`src/rtl/tpw_fifo.sv`:
```
// tpw_fifo: result FIFO for test_port_writer (DEPTH power of two).
// Ports: clk, rst (async low), push/push_data, pop/pop_data, full, empty, count.
module tpw_fifo #(
    parameter int DEPTH = 8
) (
    input  logic                     clk,
    input  logic                     rst,
    input  logic                     push,
    input  logic [31:0]              push_data,
    input  logic                     pop,
    output logic [31:0]              pop_data,
    output logic                     full,
    output logic                     empty,
    output logic [$clog2(DEPTH):0]   count
);

    localparam int AW = $clog2(DEPTH);
    localparam logic [AW:0] FULL_CNT = (AW + 1)'(DEPTH);

    logic [31:0]   mem [DEPTH];
    logic [AW-1:0] wr_ptr;
    logic [AW-1:0] rd_ptr;
    logic          do_push;
    logic          do_pop;

    assign full     = (count == FULL_CNT);
    assign empty    = (count == '0);
    assign pop_data = mem[rd_ptr];

    // A push into a full FIFO only lands when a pop frees the slot
    // in the same cycle; otherwise it is dropped.
    assign do_pop  = pop && !empty;
    assign do_push = push && (!full || do_pop);

    always_ff @(posedge clk) begin
        if (do_push) begin
            mem[wr_ptr] <= push_data;
        end
    end

    // Pointers are AW bits wide, so they wrap modulo DEPTH for free.
    always_ff @(posedge clk or negedge rst) begin
        if (!rst) begin
            wr_ptr <= '0;
            rd_ptr <= '0;
            count  <= '0;
        end else begin
            if (do_push) begin
                wr_ptr <= wr_ptr + 1'b1;
            end
            if (do_pop) begin
                rd_ptr <= rd_ptr + 1'b1;
            end
            unique case ({do_push, do_pop})
                2'b10:   count <= count + 1'b1;
                2'b01:   count <= count - 1'b1;
                default: count <= count;
            endcase
        end
    end

endmodule

```
`config.mk`:
```
export PLATFORM = sky130hd
export DESIGN_NAME = tpw_fifo
export DESIGN_NICKNAME = d
export VERILOG_FILES = /design/src/rtl/tpw_fifo.sv
export SDC_FILE = /design/constraint.sdc
export NUM_CORES = 1
export LEC_CHECK = 0
export BUFFER_PORTS_ARGS = -buffer_cell sky130_fd_sc_hd__buf_2
export CAP_MARGIN = 30
export CORE_ASPECT_RATIO = 0.8
export CORE_MARGIN = 2
export CORE_UTILIZATION = 45
export CTS_CLUSTER_DIAMETER = 150
export DETAILED_ROUTE_END_ITERATION = 12
export PLACE_DENSITY_LB_ADDON = 0.3
export SYNTH_ARGS = -nofsm -noshare
export SYNTH_HDL_FRONTEND = slang
export SYNTH_SLANG_ARGS = --single-unit
```
`constraint.sdc`:
```
create_clock -name clk -period 8.35 [get_ports clk]
set_input_delay 2.505 -clock clk [delete_from_list [all_inputs] [get_ports clk]]
set_output_delay 2.505 -clock clk [all_outputs]
set_load 0.005 [all_outputs]
```
-- After elaboration in Yosys (flattened, before gate mapping)
Memory sizes are Yosys's and may differ from the RTL's.
Cells that the tools add are included.
Widths: inputs -> output; s select.
- flip-flop bits (word level): 10
- bits in latches: 0
- memory bits (writable): 256
- bits in read-only memories: 0
- input port bits: 36
- output and inout port bits: 38
- word-level logic and storage cells: 21
- memories: 1
- add/sub/neg operators: 4
- multipliers: 0
- divide/modulo/power cells: 0
- order comparisons: 0
- eq/ne operators: 3
- shifts and indexed selects: 0
- multiplexer cells: 3
- bitwise logic cells: 0
- reduce and logical (&&, ||, !) cells: 7
- memories (name ; words ; width ; rd ports ; clocked after memory_dff ; wr ports ; RTL line ; RTL):
    mem ; 8 ; 32 ; 1 ; 0 ; 1 ; 20 ; logic [31:0] mem [DEPTH];
- operator list (cell ; number):
    $pmux 4 s2 ; 1
    $add 3x1->3 const B ; 2
    $add 4x1->4 const B ; 1
    $eq 4x4->1 const B ; 1
    $logic_not 4->1 ; 1
    $sub 4x1->4 const B ; 1
    $eq 2x1->1 const B ; 1
    $eq 2x2->1 const B ; 1
    $logic_and 1x1->1 ; 2
    $logic_not 1->1 ; 2
    $mux 1 ; 2
    $reduce_bool 2->1 ; 1
    $logic_or 1x1->1 ; 1

-- Logic depth before layout (Yosys ltp)
Gate-level depths: netlist (run 1).
- word-level depth: 7
- mapped depth: 10
- gate-level depth less buffers: 9

-- Least setup slack after synthesis (run 1)
Ideal clock, no wire load.
- path type: input to register
- start: in push
- end: mem mem[0][0], enable pin
- library setup time: 0.461 ns
- arrival time: 5.200 ns
- data required time: 7.889 ns
- path slack: 2.689 ns
- stages on the path: 4
- buffers on the path: 1
- path through: buf_2 -> o21a_1 -> nand2b_1 -> nor3_1
- word-level cells in the longest chain between the ends: 3
- RTL lines (element ; RTL line ; RTL):
    from (decl) ; 8 ; input logic push,
    $logic_and 1x1->1 ; 33 ; assign do_push = push && (!full || do_pop);
    $mux 1 ; 36 ; if (do_push) begin
    $mux 1 (not written as such) ; 37 ; mem[wr_ptr] <= push_data;
    to (decl) ; 20 ;
Every way passes these cells.

-- Worst setup path after layout (run 1)
- start: reg rd_ptr[0]
- end: out pop_data[1]
- word-level cells in the longest chain between the ends: 1
- RTL lines (element ; RTL line ; RTL):
    from (decl) ; 22 ; logic [AW-1:0] rd_ptr;
    from (signal assigned) ; 52 ; rd_ptr <= rd_ptr + 1'b1;
    $mem_v2 8x32 ; n/a ;
    to (decl) ; 11 ; output logic [31:0] pop_data,
Every way passes these cells.

==> run_results.csv, run 1 <==
group,metric,value,unit
detailed_routing,via_count,4548,
clock_tree,postCtsSetupBuffers,0,
setup_path,slowest_stage,"dfrtp_4",
pwr,p_leak,3.95,nW
setup_path,worstSetupPathType,"flip-flop to output pin",
synth,async_reset_ff_share,3.76,%
setup_path,cp-end-kind,"output pin",
setup_path,critPathMaxStageDelay,0.84,ns
detailed_routing,vias_per_cell,5.30,
setup_path,crit_family,"multiplexers",
setup_path,cp_num_cells,4,
synth,synthDistinctLibCells,32,
sta,clock.fmax,179,MHz
pwr,vdd_drop_max,160,uV
sta,setup_slack,2.77,ns
setup_path,reg2reg_depth,9,
global_routing,grt_pass1_wl,28900,um
sta,finalHoldViolCount,0,
synth,yosys.area.top_type_share,74.5,%
sta,finalMaxSlewViolations,0,
sta,post-route-period-util,66.8,%
synth,synth.area.top_cells,"edfxtp_1, mux4_2, mux2_2",
sta,max_slew_margin,46.7,%
global_routing,grt_overflow,0,
synth,synth-main-ff-cell,"edfxtp_1",
place,pre_cts_slack,3.20,ns
clock_tree,cts_max_level,1,
detailed_routing,drc,0,
clock_tree,clock-root-buffer,"clkbuf_16",
synth,syn_area,0.0103,mm2
floorplanning,core.rowCount,49,
synth,syn_inst,441,
detailed_routing,wirelength,18500,um
place,io_buffers,73,
setup_path,cp.required,5.85,ns
clock_tree,cts_made_buffers,26,
floorplanning,die_area,0.0242,mm2
synth,synth_edf_count,256,
sta,tightest_slew,0.799,ns
synth,synth_top_cell_by_area,"edfxtp_1",
outcome,status,"complete, no violations",
floorplanning,io_pins,74,
sta,grt_setup_unrepaired,"no",
finish,layout_common_cells,"edfxtp_1, buf_2, mux4_2",
finish,final_cells,858,
global_routing,gr-usage-all-layers,15.7,%
finish,drive_gt1_share,40.9,%
sta,fin_skew,0.00859,ns
clock_tree,cts_tree,"yes",
clock_tree,clk_pin_slew,0.07,ns
setup_path,critPathBufInv,2,
global_routing,grt_pass1_vias,4867,
detailed_routing,ant_nets,0,
clock_tree,hold_buffers,0,
detailed_routing,drt-pass1-iter-count,4,
setup_path,cp_cell_sequence,"buf_4 > mux4_1 > mux2_2 > buf_2",
global_routing,antenna_found_initial,1,
finish,nets,574,
finish,area.growth.synth_to_final,15.4,%
clock_tree,clock_sinks,266,
place,place.gp.congestion,0.700,
setup_path,path_max_fanout,34,
floorplanning,core-area,0.0225,mm2
setup_path,worst_setup_path_start_kind,"flip-flop",
finish,antennaDiodeCount,0,
detailed_routing,wl_per_cell,21.6,um
hold_path,worstHoldPathType,"flip-flop to flip-flop",
hold_path,hold_depth,2,
synth,syn-num-nets,482,
finish,layout_commonest_cell,"edfxtp_1",
global_routing,grt_max_degree,35,
clock_tree,cts-resized-gates,0,
place,hpwl,9730,um
synth,syn_area_per_cell,23.4,um2
clock_tree,cts_buffer_depth,3,
setup_path,arrival,3.08,ns
job,drv_cap,0,
detailed_routing,drtIter0Drc,296,
synth,ys_seq_area_share,77.0,%
clock_tree,clk_latency,0.52,ns
pwr,power.density,333,mW/mm2
floorplanning,dieWidth,173,um
sta,setup_violations,0,
sta,setup-tns-final,0,ns
sta,fin_crit,5.58,ns
synth,ys_ff_latch,266,
synth,yosysWarnings,0,
setup_path,r2r_slack,5.62,ns
floorplanning,die_h,139,um
place,dp.cells,811,
floorplanning,start_util,45.8,%
==> sequential cells by signal, summed over array words and instances (netlist names) <==
| name | flops |
|---|---|
| rd_ptr | 3 |
| count | 4 |
| mem | 256 |
| wr_ptr | 3 |
==> synthesized netlist by cell type (5+ instances only) <==
master / count
buf_2: 5
buf_6: 5
clkbuf_1: 5
dfrtp_1: 10
edfxtp_1: 256
inv_1: 5
mux2_2: 34
mux4_1: 9
mux4_2: 55
nand2_1: 9
nor2_1: 9
==> layout make-up <==
| type | instances | area [um2] |
|---|---|---|
| Clock inverter | 15 | 116 |
| Fill cell | 1738 | 10600 |
| Inverter | 5 | 18.8 |
| Sequential cell | 266 | 7940 |
| Tap cell | 306 | 383 |
| Clock buffer | 32 | 694 |
| Multi-Input combinational cell | 150 | 2280 |
| Timing Repair Buffer | 84 | 460 |
==> kinds of logic after synthesis <==
logic type	after synthesis	share of synthesized area, %
adder cells (fa/ha/maj)	5	0.679
multiplexers	101	18.3
buffers and inverters	25	1.44
AO/OA/AOI/OAI	7	0.667
AND/OR/NAND/NOR	31	1.41
XOR/XNOR	6	0.510
flip-flops	266	77.0
==> metrics by stage <==
| step | cell area (um2) | total power [mW] | util, % | hold WS (ns) |
|---|---|---|---|---|
| 5_1_grt | 11900 | 4.17 | 52.9 | 0.580 |
| 4_1_cts | 11900 | 4.03 | 52.9 | 0.541 |
| 3_5_place_dp | 11100 | 2.93 | 49.3 | 0.525 |
| 2_1_floorplan | 10300 | 2.55 | - | 0.487 |
| 3_3_place_gp | 11100 | 2.89 | 49.2 | 0.506 |
| 6_report | 11900 | 3.96 | 52.9 | 0.543 |
==> metal layers <==
layer	up-vias	wire length (um)	global-route usage, %
li1	2035	-	-
met5	-	11	0
met4	2	404	3.84
met1	2377	7820	20.9
met2	103	9340	27.2
met3	31	952	2.87
==> final timing paths <==
check | start | to
worst max-delay path | rd_ptr[0] | pop_data[1]
worst min-delay path | wr_ptr[0] | wr_ptr[0]
worst max register to register | count[1] | count[3]
worst min register to register | wr_ptr[0] | wr_ptr[0]
max in group asynchronous | rst | rd_ptr[0]
min in group asynchronous | rst | count[3]
==> tightest hold or removal path: stages (launching register included) <==
cell,delay [ns]
dfrtp_1,0.38
nand2_1,0.07
nand2_1,0.06
==> report_power, final <==
| part | switching, mW | internal, mW | leakage, nW |
|---|---|---|---|
| Clock | 0.470 | 0.625 | 0.391 |
| Sequential | 0.147 | 1.66 | 2.44 |
| Combinational | 0.471 | 0.590 | 1.11 |
Note: power is estimated with default switching activity, not from simulation.
==> run 2, diff against run 1 <==
- clock period: 8.35 -> 5.2 ns (I/O delays scaled with it)
==> run_results.csv, run 2 (synthesized netlist as in run 1, its figures left out) <==
group,metric,value,unit
finish,layout_commonest_cell,"edfxtp_1",
floorplanning,core.rowCount,49,
global_routing,grt_pass1_wl,29200,um
clock_tree,cts_max_level,1,
sta,setup_violations,0,
clock_tree,clock_sinks,266,
global_routing,grt_overflow,0,
sta,post-route-period-util,83.4,%
floorplanning,dieWidth,173,um
sta,tightest_slew,0.883,ns
finish,nets,581,
sta,clock.fmax,231,MHz
finish,layout_common_cells,"edfxtp_1, buf_2, mux4_2",
setup_path,r2r_slack,2.46,ns
detailed_routing,wirelength,18800,um
floorplanning,die_h,139,um
global_routing,grt_max_degree,36,
finish,nFillCells,1739,
finish,regMostFlops,"mem",
sta,fin_skew,0.0143,ns
setup_path,worst_setup_path_start_kind,"flip-flop",
setup_path,slowest_stage,"dfrtp_4",
floorplanning,core-area,0.0225,mm2
place,placed_cell_area,0.0112,mm2
clock_tree,clk_pin_slew,0.06,ns
finish,finalCoreUtilization,53.3,%
clock_tree,postCtsSetupBuffers,0,
finish,largest_register_ffs,256,
setup_path,worstSetupPathType,"flip-flop to output pin",
finish,area.growth.synth_to_final,16.2,%
sta,setup-tns-final,0,ns
setup_path,path_max_fanout,35,
sta,finalMaxSlewViolations,0,
clock_tree,cts_made_buffers,27,
clock_tree,cts_tree,"yes",
place,place.gp.congestion,0.686,
detailed_routing,drt-pass1-iter-count,5,
sta,setup_slack,0.864,ns
sta,grt_setup_unrepaired,"no",
pwr,vdd_drop_max,312,uV
global_routing,antenna_found_initial,1,
place,hpwl,10900,um
detailed_routing,vias_per_cell,5.33,
job,drv_cap,0,
clock_tree,cts_buffer_depth,3,
floorplanning,io_pins,74,
place,io_buffers,73,
setup_path,regToRegEndpoint,"count[3]",
clock_tree,clock-root-buffer,"clkbuf_16",
finish,drive_gt1_share,41.9,%
global_routing,grt_pass1_vias,4919,
detailed_routing,via_count,4610,
detailed_routing,drc,0,
sta,max_slew_margin,41.0,%
sta,fin_crit,4.34,ns
pwr,p_leak,4.01,nW
global_routing,gr-usage-all-layers,15.8,%
finish,top_regs,"mem x256, count x4",
finish,stdcell_area,0.0120,mm2
clock_tree,cts-resized-gates,0,
setup_path,cp-end-kind,"output pin",
sta,finalHoldViolCount,0,
detailed_routing,wl_per_cell,21.7,um
floorplanning,start_util,45.8,%
pwr,fin_total_pwr,6.47,mW
outcome,status,"complete, no violations",
setup_path,arrival,2.78,ns
setup_path,worstReg2RegStart,"count[1]",
clock_tree,hold_buffers,0,
detailed_routing,drtIter0Drc,303,
hold_path,min_from,"wr_ptr[0]",
hold_path,hold-path-endpoint,"wr_ptr[0]",
finish,final_cells,865,
setup_path,cp_cell_sequence,"buf_12 > mux4_1 > mux2_2 > buf_2",
setup_path,critPathMaxStageDelay,0.85,ns
clock_tree,clk_latency,0.54,ns
sta,hold_slack,0.547,ns
place,pre_cts_slack,1.35,ns
setup_path,cp.required,3.64,ns
hold_path,hold_depth,2,
detailed_routing,ant_nets,0,
pwr,power.density,540,mW/mm2
floorplanning,die_area,0.0242,mm2
place,dp.cells,817,
hold_path,worstHoldPathType,"flip-flop to flip-flop",
setup_path,reg2reg_depth,9,
==> run 2: cell count changes in the layout (fill, tap and decap cells not counted), sizes merged <==
cell | previous run | this run
buf | 84 | 90
bufinv | 1 | 2
clkbuf | 32 | 27
clkinv | 11 | 15
clkinvlp | 2 | 0
diode | 0 | 1
inv | 6 | 8
==> run 2: critical path, delay by kind of cell (launching register included) <==
kind | cells | cell delay [ns]
buffers and inverters | 2 | 0.50
DFF | 1 | 0.85
muxes | 2 | 0.87
==> run 2: cell type report <==
class                           instances  area [um2]  area share [%]
Sequential cell                       266        7940            66.3
Multi-Input combinational cell        150        2280            19.0
Clock buffer                           27         676            5.64
Timing Repair Buffer                   90         531            4.43
Tap cell                              306         383            3.19
Clock inverter                         20         151            1.26
Inverter                                5        18.8           0.157
Antenna cell                            1        2.50          0.0209
==> run 2: power by group <==
| group | leakage (nW) | switching, mW | internal, mW |
|---|---|---|---|
| Clock | 0.415 | 0.777 | 1.04 |
| Sequential | 2.44 | 0.221 | 2.66 |
| Combinational | 1.15 | 0.796 | 0.980 |
==> run 2: how the worst max path moves through the flow <==
stage	from	end	slack (ns)
finish	rd_ptr[0]	pop_data[18]	0.86
global placement	rd_ptr[0]	pop_data[17]	1.37
detailed placement	rd_ptr[0]	pop_data[18]	1.35
global route	rd_ptr[0]	pop_data[15]	0.69
floorplan	push	mem[0][0]	0.48
CTS	rd_ptr[0]	pop_data[18]	0.79
==> run 2: routing by layer <==
metal / part of all wire, % / global-route usage [%] / vias up
met2: 49 / 26.4 / 95
met5: 0 / 0 / -
met3: 4.3 / 3.39 / 27
met4: 1.9 / 3.61 / 0
met1: 45 / 21.7 / 2434
li1: - / - / 2054
==> run 3, diff against run 2 <==
- clock period: 5.2 -> 4.35 ns (I/O delays scaled with it)
==> run_results.csv, run 3 (synthesized netlist as in run 1, its figures left out) <==
group,metric,value,unit
sta,hold_slack,0.552,ns
global_routing,antenna_found_initial,3,
sta,finalMaxSlewViolations,0,
job,drv_cap,0,
detailed_routing,drc,0,
sta,setup_violations,0,
floorplanning,io_pins,74,
sta,fin_crit,3.95,ns
clock_tree,clk_pin_slew,0.06,ns
clock_tree,cts-resized-gates,0,
finish,largest_register_ffs,256,
hold_path,worstHoldPathType,"flip-flop to flip-flop",
clock_tree,hold_buffers,0,
setup_path,worst_setup_path_start_kind,"flip-flop",
place,hpwl,11300,um
global_routing,grt_overflow,0,
clock_tree,clock_sinks,266,
place,place.gp.congestion,0.724,
floorplanning,core-area,0.0225,mm2
sta,tightest_slew,0.692,ns
finish,layout_commonest_cell,"edfxtp_1",
clock_tree,cts_max_level,1,
detailed_routing,via_count,4671,
sta,fin_skew,0.0114,ns
detailed_routing,drt-pass1-iter-count,6,
finish,drive_gt1_share,41.9,%
detailed_routing,vias_per_cell,5.39,
sta,post-route-period-util,90.9,%
clock_tree,cts_buffer_depth,3,
finish,regMostFlops,"mem",
setup_path,cp-end-kind,"output pin",
pwr,vdd_drop_max,420,uV
setup_path,arrival,2.65,ns
finish,layout_common_cells,"edfxtp_1, buf_2, mux4_2",
clock_tree,cts_tree,"yes",
detailed_routing,drtIter0Drc,267,
outcome,status,"complete, no violations",
detailed_routing,wirelength,18900,um
pwr,p_leak,4.03,nW
detailed_routing,wl_per_cell,21.8,um
finish,area.growth.synth_to_final,17.1,%
finish,top_regs,"mem x256, count x4",
floorplanning,die_area,0.0242,mm2
hold_path,hold_depth,2,
pwr,power.density,651,mW/mm2
global_routing,grt_max_degree,35,
place,placed_cell_area,0.0112,mm2
clock_tree,postCtsSetupBuffers,0,
floorplanning,dieWidth,173,um
clock_tree,cts_made_buffers,26,
clock_tree,clock-root-buffer,"clkbuf_16",
detailed_routing,ant_nets,0,
floorplanning,start_util,45.8,%
setup_path,path_max_fanout,23,
setup_path,reg2reg_depth,9,
global_routing,grt_pass1_vias,5075,
sta,clock.fmax,253,MHz
sta,setup-tns-final,0,ns
setup_path,worstSetupPathType,"flip-flop to output pin",
sta,max_slew_margin,53.8,%
place,io_buffers,73,
pwr,fin_total_pwr,7.85,mW
finish,stdcell_area,0.0121,mm2
global_routing,grt_pass1_wl,29700,um
global_routing,gr-usage-all-layers,16.3,%
floorplanning,die_h,139,um
sta,grt_setup_unrepaired,"no",
floorplanning,core.rowCount,49,
setup_path,cp.required,3.04,ns
sta,finalHoldViolCount,0,
finish,nets,583,
clock_tree,clk_latency,0.51,ns
-- run 3: cell types whose count changed in the layout (fill, tap and decap cells not counted), moves of 2 or more --
| cell | before | now |
|---|---|---|
| bufinv_16 | 2 | 4 |
| clkbuf_1 | 0 | 4 |
| clkinv_1 | 8 | 5 |
| nor3_4 | 0 | 2 |
| buf_4 | 14 | 17 |
| clkinv_2 | 7 | 2 |
| nor3_2 | 2 | 0 |
| inv_6 | 3 | 0 |
| clkbuf_8 | 0 | 2 |
-- run 3: through the flow --
stage,setup WS (ns),std cells,util (%)
6_report,0.397,867,53.7
5_1_grt,0.240,865,53.6
4_1_cts,0.322,865,53.6
3_5_place_dp,0.871,820,49.8
3_3_place_gp,0.900,820,49.8
2_1_floorplan,0.760,441,-
-- run 3: cell type report --
cell class,count,area [um2]
diodes,2,5.00
multi-input cells,150,2290
clock buffers,33,718
inverters,5,18.8
fillers,1753,10400
well taps,306,383
flip-flops and latches,266,7950
clock inverters,12,156
repair buffers,93,553
-- run 3: power breakdown --
part	internal, mW	switching [mW]
clock	1.39	0.866
combinational	1.17	0.963
sequential	3.18	0.285
-- run 3: per-layer routing --
metal	wire, um	up-vias	track usage [%]
met5	13	-	0
met4	407	2	3.88
met3	1030	35	3.52
met2	9470	126	28.1
met1	7960	2447	21.4
li1	-	2061	-
-- run 3: path summary, 6_finish.rpt --
path,startpoint,endpoint,slack (ns)
min reg2reg,wr_ptr[0],wr_ptr[0],0.55
max reg2reg,count[1],count[3],1.67
max,rd_ptr[0],pop_data[0],0.40
min in group asynchronous,rst,wr_ptr[1],0.64
max in group asynchronous,rst,rd_ptr[0],3.48
min,wr_ptr[0],wr_ptr[0],0.55
-- run 3: worst max-delay path: stages (launching register included) --
cell and delay (ns):
dfrtp_4 0.73, buf_4 0.39, mux4_1 0.60, mux2_2 0.28
buf_2 0.12
